===== config.mk =====
export PLATFORM = sky130hd
export DESIGN_NAME = spi_slave
export DESIGN_NICKNAME = d
export VERILOG_FILES = /design/src/rtl/spi_pkg.sv /design/src/rtl/spi_piso.sv /design/src/rtl/spi_slave.sv
export SDC_FILE = /design/constraint.sdc
export NUM_CORES = 1
export LEC_CHECK = 0
export ABC_AREA = 1
export CAP_MARGIN = 10
export CORE_MARGIN = 8
export CORE_UTILIZATION = 35
export DETAILED_ROUTE_END_ITERATION = 10
export DONT_BUFFER_PORTS = 1
export GPL_TIMING_DRIVEN = 0
export PLACE_DENSITY = 0.45
export SLEW_MARGIN = 20
export SYNTH_ARGS = -nofsm -noshare
export SYNTH_HDL_FRONTEND = slang
export SYNTH_SLANG_ARGS = --single-unit
export TNS_END_PERCENT = 1

===== constraint.sdc =====
create_clock -name clk -period 3.45 [get_ports clk]
set_clock_uncertainty 0.1 [all_clocks]
set_input_delay 0.69 -clock clk [delete_from_list [all_inputs] [get_ports clk]]
set_output_delay 0.69 -clock clk [all_outputs]
set_load 0.02 [all_outputs]

===== src/rtl/spi_pkg.sv =====
// Shared types and constants for the SPI slave front end.
// The command constants name the two prefix bits carried at the top of every received word.
package spi_pkg;

  typedef enum logic [2:0] {
    IDLE,
    CHK_CMD,
    WRITE,
    READ_ADD,
    READ_DATA
  } state_t;

  localparam logic [1:0] CMD_WR_ADDR = 2'b00;
  localparam logic [1:0] CMD_WR_DATA = 2'b01;
  localparam logic [1:0] CMD_RD_ADDR = 2'b10;
  localparam logic [1:0] CMD_RD_DATA = 2'b11;

  localparam int FRAME_BITS = 10;

endpackage


===== src/rtl/spi_piso.sv =====
// Parallel-load serializer that drives MISO MSB first.
// The first bit appears in the cycle after load. MISO stays 0 whenever no bits are pending.
module spi_piso #(
  parameter int WIDTH = 8
) (
  input  logic             clk,
  input  logic             rst_n,
  input  logic             clear,
  input  logic             load,
  input  logic             shift,
  input  logic [WIDTH-1:0] data,
  output logic             miso,
  output logic             done
);

  localparam int CW = $clog2(WIDTH + 1);

  logic [WIDTH-1:0] shreg;
  logic [CW-1:0]    remaining;

  // On load, the MSB is presented immediately and the remaining bits wait in shreg.
  always_ff @(posedge clk) begin
    if (!rst_n || clear) begin
      shreg     <= '0;
      remaining <= '0;
      miso      <= 1'b0;
    end else if (load) begin
      miso      <= data[WIDTH-1];
      shreg     <= {data[WIDTH-2:0], 1'b0};
      remaining <= CW'(WIDTH - 1);
    end else if (shift && remaining != '0) begin
      miso      <= shreg[WIDTH-1];
      shreg     <= {shreg[WIDTH-2:0], 1'b0};
      remaining <= remaining - 1'b1;
    end else begin
      miso <= 1'b0;
    end
  end

  assign done = (remaining == '0);

endmodule


===== src/rtl/spi_slave.sv =====
// SPI slave front end: collects MOSI frames into 10-bit RAM command words.
// It also returns RAM read data on MISO after a read-data frame.
module spi_slave
  import spi_pkg::*;
#(
  parameter int DATA_WIDTH = 8
) (
  input  logic                  clk,
  input  logic                  rst_n,
  input  logic                  SS_n,
  input  logic                  MOSI,
  output logic                  MISO,
  output logic [DATA_WIDTH+1:0] rx_data,
  output logic                  rx_valid,
  input  logic [DATA_WIDTH-1:0] tx_data,
  input  logic                  tx_valid
);

  localparam int RX_W  = DATA_WIDTH + 2;
  localparam int CNT_W = $clog2(FRAME_BITS);

  state_t            state, next_state;
  logic [CNT_W-1:0]  bit_cnt;
  logic [RX_W-1:0]   shift_reg;
  logic              frame_done;
  logic              tx_taken;
  logic              rd_addr_done;
  logic              in_data_state;
  logic              in_shift;
  logic              last_bit;
  logic              piso_load;
  logic              piso_shift;
  logic              piso_done;

  always_ff @(posedge clk) begin
    if (!rst_n) state <= IDLE;
    else        state <= next_state;
  end

  // The command bit routes a read to READ_DATA only once an address frame has been seen.
  always_comb begin
    next_state = state;
    case (state)
      IDLE:    if (!SS_n) next_state = CHK_CMD;
      CHK_CMD: begin
        if (SS_n)              next_state = IDLE;
        else if (!MOSI)        next_state = WRITE;
        else if (rd_addr_done) next_state = READ_DATA;
        else                   next_state = READ_ADD;
      end
      default: if (SS_n) next_state = IDLE;
    endcase
  end

  assign in_data_state = (state == WRITE) || (state == READ_ADD) || (state == READ_DATA);
  assign in_shift      = in_data_state && !SS_n && !frame_done;
  assign last_bit      = in_shift && (bit_cnt == CNT_W'(FRAME_BITS - 1));
  assign piso_load     = (state == READ_DATA) && !SS_n && frame_done && !tx_taken && tx_valid;
  assign piso_shift    = tx_taken && !piso_done;

  // After a completed frame, frame_done freezes the shifter until SS_n releases the frame.
  always_ff @(posedge clk) begin
    if (!rst_n) begin
      rx_data      <= '0;
      rx_valid     <= 1'b0;
      bit_cnt      <= '0;
      shift_reg    <= '0;
      frame_done   <= 1'b0;
      tx_taken     <= 1'b0;
      rd_addr_done <= 1'b0;
    end else begin
      rx_valid <= 1'b0;
      if (SS_n || !in_data_state) begin
        bit_cnt    <= '0;
        shift_reg  <= '0;
        frame_done <= 1'b0;
        tx_taken   <= 1'b0;
      end else begin
        if (in_shift) begin
          shift_reg <= {shift_reg[RX_W-2:0], MOSI};
          bit_cnt   <= bit_cnt + 1'b1;
          if (last_bit) begin
            rx_valid   <= 1'b1;
            rx_data    <= {shift_reg[RX_W-2:0], MOSI};
            frame_done <= 1'b1;
            bit_cnt    <= '0;
            if (state == READ_ADD)  rd_addr_done <= 1'b1;
            if (state == READ_DATA) rd_addr_done <= 1'b0;
          end
        end
        if (piso_load) tx_taken <= 1'b1;
      end
    end
  end

  spi_piso #(
    .WIDTH(DATA_WIDTH)
  ) u_piso (
    .clk   (clk),
    .rst_n (rst_n),
    .clear (SS_n),
    .load  (piso_load),
    .shift (piso_shift),
    .data  (tx_data),
    .miso  (MISO),
    .done  (piso_done)
  );

endmodule


======== Yosys cells after proc, flatten, opt, wreduce, memory -nomap -nowiden ========
Index checks and enable logic that the tools add are counted.
word-level totals
  ROM bits ................................ 0
  flip-flop bits (word level) ............. 42
  bits in writable memories ............... 0
  input bits .............................. 13
  latch bits .............................. 0
  memories ................................ 0
  logic and storage cells ................. 71
operators by class
  shift-type cells ........................ 0
  reductions and logical operators ........ 32
  bitwise operators ....................... 3
  $lt $le $gt $ge ......................... 0
  divide/modulo/power cells ............... 0
  multiply operators ...................... 0
  equal/unequal tests ..................... 6
  add/sub/neg operators ................... 2
  muxes and demuxes ....................... 16
operators by type and width
  cell                   number
  $mux W3                7
  $mux W8                2
  $logic_and A1 B1 Y1    9
  $eq A3 B2 Y1 const B   2
  $logic_not A1 Y1       6
  $pmux W3 S2            1
  $mux W1                5
  $add A4 B1 Y4 const B  1
  $eq A4 B4 Y1 const B   1
  $logic_not A4 Y1       1
  $logic_or A1 B1 Y1     4
  $mux W4                1
  $reduce_and A2 Y1      2
  $reduce_and A4 Y1      1
  $reduce_bool A2 Y1     2
  $reduce_bool A4 Y1     1
  $reduce_or A2 Y1       2
  $sub A4 B1 Y4 const B  1
  $eq A3 B1 Y1 const B   1
  $eq A3 B3 Y1 const B   1
  $logic_not A3 Y1       1
  $not A1 Y1             3
  $reduce_and A3 Y1      1
  $reduce_bool A3 Y1     1
  other kinds (2)        2

======== Depth between registers and ports, before layout ========
Gate-level depths: netlist of run 1.
  depth after elaboration ................. 7
  mapped depth ............................ 11
  mapped depth without buffers ............ 11

======== Cells and area by module ========
Synthesis of run 1 repeated with hierarchy kept, for this count alone.
second synthesis, totals
  cell total of the unflattened synthesis .. 267
  area total of the unflattened synthesis .. 1964.4 µm²
modules (own cells, without submodules)
  module     times used  sequential area each (µm²)  area each (µm²)  cells each
  spi_slave  1           600.6                       1303.8           169
  spi_piso   1           240.2                       660.6            98

======== Worst setup path after synthesis of run 1 ========
Ideal clock, no wire load.
  path kind ............................... input to register
  start ................................... in SS_n
  end ..................................... reg u_piso.shreg[5]
  buffers on the path ..................... 1
  path slack .............................. 1850 ps
  library setup time ...................... 109 ps
  arrival time ............................ 1391 ps
  cell stages on the path ................. 9
  cells stage by stage .................... inv_1 nand2_1 nor2_8 nand2_4 buf_6 nand3_2 nand3_1 nand2_1 inv_1
between the ends
  word-level cells in the longest chain between the ends .. 6
  elaborated cells between the ends (all ways) .. 8
  those cells by class .................... mux: 1; reduce/logical: 7
RTL lines
  what                                                  RTL line         RTL
  start, declared                                       spi_slave.sv:10  input logic SS_n,
  $logic_not A1 Y1                                      spi_slave.sv:58  assign piso_load = (state == READ_DATA) && !SS_n && frame_done && !tx_taken && tx_valid;
  $logic_and A1 B1 Y1 (4 in a row)                      spi_slave.sv:58
  $mux W8 / $reduce_bool A2 Y1 (equally long branches)  --
  end signal, assigned                                  spi_piso.sv:29   shreg <= {data[WIDTH-2:0], 1'b0};
  end signal, assigned                                  spi_piso.sv:33   shreg <= {shreg[WIDTH-2:0], 1'b0};
  end, declared                                         spi_piso.sv:18   logic [WIDTH-1:0] shreg;
Several ways; a longest one is shown, not always the timed one.
A chain may end at the register's enable or synchronous reset.

======== Worst setup path after layout of run 1 ========
  start ................................... reg u_piso.remaining[0]
  end ..................................... reg u_piso.remaining[0]
between the ends
  word-level cells in the longest chain between the ends .. 5
  elaborated cells between the ends (all ways) .. 9
  those cells by class .................... add/sub: 1; mux: 2; reduce/logical: 6
RTL lines
  what                                                   RTL line        RTL
  start, declared                                        spi_piso.sv:19  logic [CW-1:0] remaining;
  start signal, assigned                                 spi_piso.sv:30  remaining <= CW'(WIDTH - 1);
  start signal, assigned                                 spi_piso.sv:34  remaining <= remaining - 1'b1;
  branches (longest 5 deep; another with $sub A4 B1 Y4)  --
Parallel ways; which one is timed is not known. The select of a mux whose other input is x is not followed.

==> metrics.md, run 1 <==
| Metric | Value |
|---|---|
| Fmax | 601.6 MHz |
| Die width | 90.15 um |
| Reg2Reg Depth | 11 |
| Final setup vio count | 0 |
| Warnings from Yosys | 0 |
| Nets@finish | between 200 and 300 |
| CTS Buffer Depth | 2 |
| Detailed-placement wirelength estimate | 3024 um |
| Startpoint types | register |
| Routed len/inst | 12.00 um |
| Share of cells above drive strength 1 | 9.386% |
| Slew Viols, Final | 0 |
| Initial antenna violation count | 0 |
| Tightest Pin Transition | roughly 0.52 ns |
| Drt total wl | 4188 um |
| Slew HR | 65.61% |
| Crit end category | register |
| Critical path data arrival time | 1.75 ns |
| IO Port Bufs | 0 |
| H-Tree Level Count | 2 |
| Netlist cell types | 23 |
| Worst VDD drop | 0.1738 mV |
| Remaining routing DRC violations | 0 |
| CTS Hold Buffers Added | 0 |
| Post-DRT Antenna Nets | 0 |
| Max FFs per register | 10 |
| Status | finished, final reports clean |
| P&R area growth vs syn | 10.40% |
| Setup crit end | u_piso.remaining[0] |
| Post-Synthesis Cells | roughly 270 |
| FF+latch count, synth | 42 |
| Post-detailed-route via-to-cell ratio | 4.481 |
| Synth top area share | between 40 and 50% |
| Fillers | 596 |
| RR Startpoint | u_piso.remaining[0] |
| RSZ-0062 raised after global routing | false |
| IO Pins | 25 |
| Worst r2r dst | u_piso.remaining[0] |
| First-pass GRT wire length | 7141 um |
| CORE AREA | 5405 um^2 |
| Sink Count | 42 |
| TritonCTS Buffers | 5 |
| CP Class | register to register |
| Vias in the first global route | 1540 |
| Hold crit path type | register to register |
| Design Area, Final | 2125 um^2 |
| CP startpoint | u_piso.remaining[0] |
| Post-DP Area | 2014 um^2 |
| Mapped Area | 1924 um^2 |
| Rows | 27 |
| Die height | 90.15 um |
| GRT overflow | 0 |
| Root buffer cell | clkbuf_8 |
| WHS | ~0.36 ns |
| Hold Fails Final Rpt | 0 |
| Setup TNS | 0 ns |
| DIE AREA | 8127 um^2 |
| Post-cts sizing count | 0 |
| Drt first pass iters | 4 |
| Post-CTS setup buffers | 0 |
| Pwr dens | 422.5 nW/um^2 |
| Reg clk slew, reported paths | about 0.08 ns |
| Final total power | 0.8977 mW |
| MaxCap Viol Count | 0 |
| Sequential-to-total area share from yosys stat | 43.69% |
| CTS tree | done |
| Total GRT Usage | 10.56% |
| Antenna Cells | 0 |
| Filler-free cell count of the finished design | 349 |
| Gpl congestion | roughly 0.74 |
| Starting density of the core | 35.60% |
| R2R Setup Slk | 1.79 ns |
| Inst Count DP | 341 |
| Post-Syn Nets | 285 |
| Leak | between 1 and 1.5 nW |
| Min cycle time layout | between 1.5 and 2 ns |
| Clk_lat worst skew | approximately 0.30 ns |
| Required @ worst endpoint | 3.54 ns |
| Routed via count | 1564 |
| Yosys top cell by area | dfxtp_1 |
| Top cells by area, synth | dfxtp_1 (44%), nand2_1 (11%), nor2_1 (9.8%) |
| Final period util | 48.18% |
| Largest net degree at the start of global routing | 14 |
| Critical Path Fanout Max | 10 |
| Syn_area_per_cell | 7.154 um^2 |
| DR iter-0 viols | 95 |
## worst min-delay path by stage
stage            startpoint           end  slack (ns)  cells past startpoint
6_report       shift_reg[8]  shift_reg[8]        0.36                      2
5_1_grt        shift_reg[8]  shift_reg[8]        0.38                      2
4_1_cts        shift_reg[8]  shift_reg[8]        0.36                      2
3_5_place_dp   shift_reg[8]  shift_reg[8]        0.35                      2
3_3_place_gp   shift_reg[8]  shift_reg[8]        0.34                      2
2_1_floorplan  shift_reg[8]  shift_reg[8]        0.33                      2
## layer usage
metal | share of wire (%) | track usage [%]
met4 | 1.4 | 3.745
met3 | 4.4 | 3.491
met2 | 41 | 15.95
met5 | 0 | 0
met1 | 53 | 13.65
## cells in the final DEF, fill, tap and decap left out, drive strengths merged
cell type,netlist,routed
clkinvlp,0,1
nor2,54,54
nand2,62,62
a21oi,10,10
nand3,26,26
o21ai,20,20
clkbuf,3,9
xnor2,1,1
inv,38,38
buf,4,4
nor3,2,2
ha,3,3
bufinv,0,1
dfxtp,42,42
nand4,2,2
a31oi,2,2
## worst max-delay path: stages (launching register included)
cell,delay (ns)
dfxtp_1,0.35
inv_1,0.07
ha_1,0.20
inv_1,0.07
nor2_1,0.04
nand2_1,0.07
nand2_1,0.14
clkbuf_8,0.21
nand2_1,0.06
nand2_1,0.04
o21ai_0,0.15
inv_1,0.05
## power by group
| part | switching, mW | internal (mW) |
|---|---|---|
| Clock | 0.173 | 0.216 |
| Combinational | 0.0153 | 0.00620 |
| Sequential | 0.00154 | 0.485 |
| Total | 0.190 | 0.708 |
## kinds of logic after synthesis
| kind of cell | count (synthesis) | synth area share, % |
|---|---|---|
| AO/OA/AOI/OAI | 32 | 8.452 |
| XOR/XNOR | 1 | 0.4552 |
| adder cells (fa/ha/maj) | 3 | 1.951 |
| buffers and inverters | 45 | 10.73 |
| flip-flops | 42 | 43.69 |
| AND/OR/NAND/NOR | 146 | 34.72 |
## area by class of cell
type	count	area, um^2	area share [%]
Clock buffer	6	72.57	3.416
Multi-Input combinational cell	182	877.1	41.28
Inverter	38	142.6	6.714
Sequential cell	42	840.8	39.58
Clock inverter	2	37.54	1.767
Tap cell	72	90.09	4.240
Buffer	7	63.81	3.004
## cells in the mapped netlist
| master | number |
|---|---|
| a21oi_1 | 10 |
| a31oi_1 | 2 |
| buf_2 | 2 |
| buf_6 | 2 |
| clkbuf_1 | 1 |
| clkbuf_8 | 2 |
| dfxtp_1 | 42 |
| ha_1 | 3 |
| inv_1 | 38 |
| nand2_1 | 55 |
| nand2_2 | 4 |
| nand2_4 | 3 |
| nand3_1 | 25 |
| nand3_2 | 1 |
| nand4_1 | 2 |
| nor2_1 | 50 |
| nor2_2 | 2 |
| nor2_8 | 2 |
| nor3_1 | 1 |
| nor3_2 | 1 |
| o21ai_0 | 19 |
| o21ai_1 | 1 |
| xnor2_1 | 1 |
## stage by stage
stage / worst slack [ns] / util, %
after floorplan: 1.850 / -
after global placement: 1.695 / 37.27
after detailed placement: 1.706 / 37.27
after CTS: 1.790 / 39.31
after global routing: 1.617 / 39.31
final: 1.788 / 39.31
Power figures use the tool's default switching activity.
==> inputs of run 2 (changes only) <==
Settings changed: PLACE_DENSITY 0.45 to 0.47.
Clock period 3.45 ns to 1.5 ns, I/O delays scaled along.
==> run 2 against run 1 <==
  * Sequential power rose by 130%
  * Global-route usage is 0.23 points higher
  * Die area did not move
  * Wire length grew 3.2%
  * Clock-buffer cell count shrank 1
  * First-iteration DRC count is 7.4% lower
  * Via count is 4.5% higher
  * Maximum frequency up 14%
  * Non-clock buffer count increased by 12
  * Setup slack worse by 1.7 ns
  * Critical path type unchanged
==> metrics.md, run 2 (synthesis results as in run 1) <==
| Metric | Value |
|---|---|
| Largest net degree at the start of global routing | 14 |
| Vias in the first global route | 1553 |
| Clock power share | 42.4% |
| Remaining routing DRC violations | 0 |
| Commonest non-fill, non-tap cell in the layout | nand2_1 |
| Slew Viols, Final | 0 |
| Startpoint types | register |
| Sw Share | 20.64% |
| Tightest Pin Transition | 0.5004 ns |
| Met3 WL | 186 um |
| Comb pwr share | 2.9% |
| Initial antenna violation count | 0 |
| Worst Slack Setup Final | roughly 0.048 ns |
| IO Port Bufs | 0 |
| Crit path max-delay cell type | dfxtp_2 |
| CP Class | register to register |
| Starting density of the core | 35.60% |
| CP max stage delay | between 0.3 and 0.4 ns |
| H-Tree Level Count | 2 |
| Setup TNS | 0 ns |
| Critical path data arrival time | 1.54 ns |
| Max FFs per register | 10 |
| Pre-CTS WS | -0.1281 ns |
| Min cycle time layout | 1.452 ns |
| Routed len/inst | ~12 um |
| Total GRT Usage | 10.79% |
| Fmax | ~700 MHz |
| First-pass GRT wire length | 7307 um |
| Antenna Cells | 0 |
| Most frequent cells in the layout | nand2_1 (52), nor2_1 (48), dfxtp_1 (36) |
| TritonCTS Buffers | 5 |
| Register Area | 850.8 um^2 |
| CORE AREA | 5405 um^2 |
| Hold Fails Final Rpt | 0 |
| Critical Path Fanout Max | 5 |
| Footprint of the multi-input gates | 937.1 um^2 |
| Nets@finish | 305 |
| CP startpoint | u_piso.remaining[0] |
| Fillers | 596 |
| Most numerous cell on the critical path | inv_2 |
| Die height | 90.15 um |
| Seq pwr share | 54.6% |
| IO Pins | 25 |
| Drt total wl | 4321 um |
| Post-DP Area | 2014 um^2 |
| CTS tree | done |
| Pwr dens | 889.8 nW/um^2 |
| Worst VDD drop | 0.4226 mV |
| Final setup vio count | 0 |
| RR Startpoint | u_piso.remaining[0] |
| Post-detailed-route via-to-cell ratio | 4.514 |
| Sink Count | 42 |
| Hold crit path type | input pin to register |
| Int Pwr | 1.627 mW |
| P_sw | around 0.42 mW |
| Status | finished, final reports clean |
| Final total power | around 2.0 mW |
| GRT overflow | 0 |
| RSZ-0062 raised after global routing | true |
| Drt first pass iters | 4 |
| Setup crit end | u_piso.remaining[1] |
| Metal-1 WL | 2218 um |
| Leak | 1.083 nW |
| Slew HR | 66.64% |
| Root buffer cell | clkbuf_8 |
| Detailed-placement wirelength estimate | slightly below 3000 um |
| Required @ worst endpoint | 1.58 ns |
| WL met2 | 1867 um |
| Clk_lat worst skew | 0.29 ns |
| Worst r2r dst | u_piso.remaining[1] |
| Final core utilization | 42.62% |
| Share of cells above drive strength 1 | 20.69% |
| Final period util | 96.81% |
| Rows | 27 |
| Reg2Reg Depth | 10 |
| Die width | 90.15 um |
| Post-DRT Antenna Nets | 0 |
| DIE AREA | 8127 um^2 |
| Gpl congestion | 0.7360 |
| Reg clk slew, reported paths | 0.08 ns |
| Highest Signal Layer | met4 |
| DR iter-0 viols | 88 |
| Routed via count | around 1600 |
| P&R area growth vs syn | 19.70% |
| MaxCap Viol Count | 0 |
| Crit path cell chain | inv_2 > ha_4 > inv_2 > nor2_1 > nand2_1 > nand2_2 > buf_8 > o21ai_0 > o21ai_1 > inv_1 |
| Design Area, Final | about 2300 um^2 |
| Crit end category | register |
| R2R Setup Slk | 0.05 ns |
| CTS Buffer Depth | 2 |
-- run 2: cell types whose count changed in the layout (fill, tap and decap cells not counted), sizes merged --
| cell | previous run | this run |
|---|---|---|
| clkinvlp | 1 | 0 |
| clkinv | 0 | 2 |
| clkbuf | 9 | 8 |
| nand2 | 62 | 63 |
| buf | 4 | 16 |
-- run 2: routing by layer --
metal | up-vias | global-route usage, %
met3 | 5 | 3.325
met5 | - | 0
met4 | 0 | 3.745
met2 | 29 | 15.95
met1 | 723 | 14.38
li1 | 877 | -
-- run 2: layout make-up --
| cell class | instances | share of cell area, % |
|---|---|---|
| plain buffers | 7 | 3.205 |
| clock buffers | 5 | 2.988 |
| clock inverters | 3 | 1.738 |
| inverters | 38 | 6.301 |
| multi-input cells | 183 | 40.68 |
| flip-flops and latches | 42 | 36.94 |
| well taps | 72 | 3.911 |
| repair buffers | 12 | 4.237 |
-- run 2: worst max-delay path: cells and delay by family (launching register included) --
family | cells | cell delay [ns]
AOI/OAI and AO/OA | 2 | 0.21
adders and majority gates | 1 | 0.13
DFF | 1 | 0.33
and+or+nand+nor | 3 | 0.29
buffers and inverters | 4 | 0.28
-- run 2: power groups by stage --
stage / logic (mW) / clock network [mW] / registers, mW
6_report: 0.0604 / 0.870 / 1.12
5_1_grt: 0.0686 / 0.954 / 1.12
4_1_cts: 0.0514 / 0.913 / 1.12
3_5_place_dp: 0.0504 / 0 / 1.15
3_3_place_gp: 0.0504 / 0 / 1.15
2_1_floorplan: 0.0387 / 0 / 1.15
-- run 2: repair_timing --
item	CTS	global route
pin swaps	1	9
setup endpoints to repair	14	38
setup buffers	1	10
resized for setup	7	28
hold buffers	0	0
cloned	1	1
-- run 2: metrics by stage --
stage | std cells | hold slack (ns)
after floorplan | 269 | 0.3262
after global placement | 341 | 0.3387
after detailed placement | 341 | 0.3380
after CTS | 351 | 0.01235
after global routing | 362 | 0.02063
final | 362 | 0.02578
-- run 2: worst min-delay path by stage --
stage,from,to,slack (ns),depth (start not counted)
after CTS,rst_n,rx_data[9],0.01,2
after floorplan,rst_n,rx_data[9],0.33,2
after detailed placement,rst_n,rx_data[9],0.34,2
final,rst_n,rx_data[9],0.03,2
after global routing,rst_n,rx_data[9],0.02,2
after global placement,shift_reg[8],shift_reg[8],0.34,2
==> RTL change 1 (flow settings as in run 2) <==
Re-encode `state_t` (5 states) as Gray code, 3 bits wide.
--- a/src/rtl/spi_pkg.sv
+++ b/src/rtl/spi_pkg.sv
@@ -3,11 +3,11 @@
 package spi_pkg;
 
   typedef enum logic [2:0] {
-    IDLE,
-    CHK_CMD,
-    WRITE,
-    READ_ADD,
-    READ_DATA
+    IDLE      = 3'b000,
+    CHK_CMD   = 3'b001,
+    WRITE     = 3'b011,
+    READ_ADD  = 3'b010,
+    READ_DATA = 3'b110
   } state_t;
 
   localparam logic [1:0] CMD_WR_ADDR = 2'b00;
Function: no difference found for any inputs over 10 cycles, from zero or initial values and one cycle with rst_n low; not proved beyond that.
==> RTL change 1 against run 2 <==
Total power decreased by 7.1%; utilization decreased by 2.3 points; sequential power about the same; sequential cell count unchanged; worst setup slack better by 59 ps; cell area decreased by 4.7%; clock power shrank 15%; wire length is 6.8% lower; first-iteration DRC count is 58% lower; non-clock buffer count decreased by 9; largest cell class unchanged; synthesized area is 0.59% higher.
==> RTL change 1: results (changes against run 2) <==
| Metric | Value |
|---|---|
| Status | finished, final reports clean (unchanged) |
| Iteration-0 DRC Markers | 37 (was 88) |
| Clock buffer depth | 2 (unchanged) |
| DP Area | 2030 sq um (was 2010 sq um) |
| Insertion delay of the later-clocked pin in the worst-skew pair | 290 ps (about the same) |
| Nets | 274 (was 305) |
| Gpl congestion | 0.775 (was 0.736) |
| Leakage Power | 0.991 nW (was 1.08 nW) |
| First-pass GRT wire length | 7.27 mm (was 7.31 mm) |
| Psw | 0.000446 W (was 0.000423 W) |
| Max-slew violation count | 0 (unchanged) |
| Pre-Repair DR Iteration Count | 6 (was 4) |
| Fill cells | 586 (was 596) |
| Slew of the pin with the lowest slew margin | 475 ps (was 500 ps) |
| Synth Warn # | 0 (unchanged) |
| Total power | 0.00190 W (was 0.00205 W) |
| FFs w/ async S/R, synth | 0 (unchanged) |
| Vias in the first global route | 1,547 (was 1,553) |
| Final instance count without filler cells | 331 (was 362) |
| Reg power frac | 0.588 (was 0.546) |
| Clk slew on worst S/H paths | 90 ps |
| Sequential-to-total area share from yosys stat | 0.434 (was 0.437) |
| FMAX | 0.718 GHz (was 0.689 GHz) |
| R2R Path End | rx_data[3]$_SDFFE_PN0P_ (was u_piso.remaining[1]$_SDFFE_PP0P_) |
| WP data arrival | 1480 ps (was 1540 ps) |
| Clock sinks | 42 (unchanged) |
| Netlist cell types | 28 (was 23) |
| Syn Area/Cell | 7.77 sq um (was 7.15 sq um) |
| Diodes inserted | 0 (unchanged) |
| Largest net degree at the start of global routing | 15 (was 14) |
| Pre-CTS setup slack | -45.3 ps (was -128 ps) |
| Share of layout cells above drive strength 1 | 0.205 (was 0.207) |
| GRT Resource Usage Total | 0.108 (about the same) |
| DP Cell Count | 321 (was 341) |
| CP Launch Point | bit_cnt[1]$_SDFFE_PP0P_ (was u_piso.remaining[0]$_SDFFE_PP0P_) |
| CTS Buf Count | 5 (unchanged) |
| Most frequent cells after synthesis | dfxtp_1 (42), inv_1 (40), nand2_1 (37) (was nand2_1 (55), nor2_1 (50), dfxtp_1 (42)) |
| H-tree depth | 2 (unchanged) |
| Worst VDD drop | 578 uV (was 423 uV) |
| Synth top area cells | dfxtp_1 (43%), inv_1 (7.8%), nand3_1 (7.8%) (was dfxtp_1 (44%), nand2_1 (11%), nor2_1 (9.8%)) |
| Area Overhead vs Synth | 13.4% (was 19.7%) |
| WL per Instance | 12.2 um (was 11.9 um) |
| Crit Path Max Fanout | 10 (was 5) |
| Via density | 4.60 (was 4.51) |
| R2R depth | 8 (was 10) |
| Dpl hpwl | 2.84 mm (was 2.96 mm) |
| Worst reg-to-reg setup slack | 110 ps (was 50 ps) |
| Proportion of power drawn by the clock network | 0.387 (was 0.424) |
## RTL change 1: cell count changes in the layout (fill, tap and decap cells not counted), moves of 3 or more
cell	change
o21ai_1	+5
o211ai_1	+9
buf_4	-8
nand3_4	+3
inv_1	+7
nor2_1	-30
dfxtp_1	+4
nand2_1	-16
nand3b_1	+3
dfxtp_2	-3
o21ai_0	-12
nand3_1	+5
## RTL change 1: how the worst min path moves through the flow
stage | startpoint | to | slack [ps] | depth (start not counted)
2_1_floorplan | MOSI | rx_data[0]$_SDFFE_PN0P_ | 330 | 2
5_1_grt | MOSI | rx_data[0]$_SDFFE_PN0P_ | 30 | 2
6_report | MOSI | rx_data[0]$_SDFFE_PN0P_ | 30 | 2
3_5_place_dp | MOSI | rx_data[0]$_SDFFE_PN0P_ | 340 | 2
3_3_place_gp | MOSI | rx_data[0]$_SDFFE_PN0P_ | 340 | 2
4_1_cts | MOSI | rx_data[0]$_SDFFE_PN0P_ | 30 | 2
## RTL change 1: layout make-up
type | count | area share
multi-input combinational | 152 | 0.414
clock inverter | 3 | 0.00969
inverter | 47 | 0.0827
timing repair buffer | 2 | 0.00684
sequential | 42 | 0.384
clock buffer | 5 | 0.0314
tap | 72 | 0.0410
buffer | 8 | 0.0302
## RTL change 1: routing by layer
metal	global-route usage	wire length, um	vias to the layer above
met5	0	0	-
met4	0.0513	80	0
met3	0.0341	215	7
met2	0.169	1820	20
met1	0.130	1910	688
li1	-	-	809
## RTL change 1: cells by family after synthesis
kind of cell	after synthesis	synth area share
buf+inv	55	0.128
flops	42	0.434
fa+ha+maj	3	0.0194
simple gates	111	0.303
compound gates	38	0.115
## RTL change 1: what timing repair did
item | in CTS | in global routing
resized for setup | 2 | 12
setup buffers | 2 | 0
setup endpoints to repair | 14 | 18
pin swaps | 1 | 1
==> RTL change 2 (settings of run 2) <==
Without the edit above. Set the package constant `FRAME_BITS` to 12 (it was 10).
--- a/src/rtl/spi_pkg.sv
+++ b/src/rtl/spi_pkg.sv
@@ -15,7 +15,7 @@
   localparam logic [1:0] CMD_RD_ADDR = 2'b10;
   localparam logic [1:0] CMD_RD_DATA = 2'b11;
 
-  localparam int FRAME_BITS = 10;
+  localparam int FRAME_BITS = 12;
 
 endpackage
 
Formal check against the unedited RTL: same outputs for any inputs over 10 cycles, from zero or initial values and one cycle with rst_n low; that may be too few to reach the edited logic, so the function may still have changed.
==> RTL change 2 against run 2 <==
Die area fell by 3.0%; critical endpoint is now bit_cnt[0]$_SDFFE_PP0P_; total power increased by 11%; cell area is 6.1% lower; combinational power shrank 14%; synthesized area fell by 3.6%; worst setup slack gained 13 ps; wire length decreased by 4.1%; largest power group unchanged; sequential cell count stayed put; non-clock buffer count decreased by 9.
==> RTL change 2: results (changes against run 2) <==
| Metric | Value |
|---|---|
| Sequential-to-total area share from yosys stat | 0.453 (was 0.437) |
| Postcts setup bufs | 3 (was 1) |
| Fill cells | 559 (was 596) |
| Critical path's top delay family | simple AND/OR/NAND/NOR gates (was flip-flops) |
| Comb_multi_in | 179 (was 183) |
| WL final | 4.15 mm (was 4.32 mm) |
| Synthesized Nets | 279 (was 285) |
| WL per Instance | 12.0 um (was 11.9 um) |
| Met3 wire length | 263 um (was 186 um) |
| Wire length on met1 | 2.14 mm (was 2.22 mm) |
| Logic inverters | 36 (was 38) |
| Critical register-to-register path startpoint | state[1]$_SDFFE_PN0P_ (was u_piso.remaining[0]$_SDFFE_PP0P_) |
| DR WL met2 | 1.70 mm (was 1.87 mm) |
| Status | finished, final reports clean (unchanged) |
| GRT Resource Usage Total | 0.114 (was 0.108) |
| Leakage Power | 0.947 nW (was 1.08 nW) |
| Dpl hpwl | 2.93 mm (was 2.96 mm) |
| Cells after Synth | 264 (was 269) |
| ClkCell Share | 0.0659 (was 0.0473) |
| WP data arrival | 1560 ps (was 1540 ps) |
| R2R Path End | bit_cnt[0]$_SDFFE_PP0P_ (was u_piso.remaining[1]$_SDFFE_PP0P_) |
| Iteration-0 DRC Markers | 80 (was 88) |
| Comb pwr | 0.0000520 W (was 0.0000604 W) |
| Post-synthesis xor/xnor area fraction | 0.00472 (was 0.00455) |
| First-pass GRT wire length | 7.03 mm (was 7.31 mm) |
| Worst VDD drop | 496 uV (was 423 uV) |
| Reg power frac | 0.492 (was 0.546) |
| Multi-input combinational cell area | 855 sq um (was 937 sq um) |
| DP Cell Count | 334 (was 341) |
| Max incr delay on CP | 350 ps (was 330 ps) |
## RTL change 2: through the flow
stage / cell area (sq um) / setup slack, ps
3_3_place_gp: 1940 / -96.8
5_1_grt: 2160 / -21.5
3_5_place_dp: 1940 / -111
4_1_cts: 2110 / 18.1
6_report: 2160 / 60.7
2_1_floorplan: 1850 / 130
## RTL change 2: worst max path at each step
stage | slack (ps) | endpoint | cells past startpoint
finish | 60 | bit_cnt[0]$_SDFFE_PP0P_ | 9
global route | -20 | bit_cnt[0]$_SDFFE_PP0P_ | 9
CTS | 20 | u_piso.shreg[3]$_SDFFE_PP0P_ | 7
detailed placement | -110 | rx_data[7]$_SDFFE_PN0P_ | 7
global placement | -100 | rx_data[7]$_SDFFE_PN0P_ | 7
floorplan | 130 | rx_data[1]$_SDFFE_PN0P_ | 7
## RTL change 2: layer usage
layer / GRT usage / vias to the layer above
met1: 0.154 / 682
met2: 0.162 / 19
met3: 0.0436 / 4
met4: 0.0338 / 0
met5: 0 / -
li1: - / 841
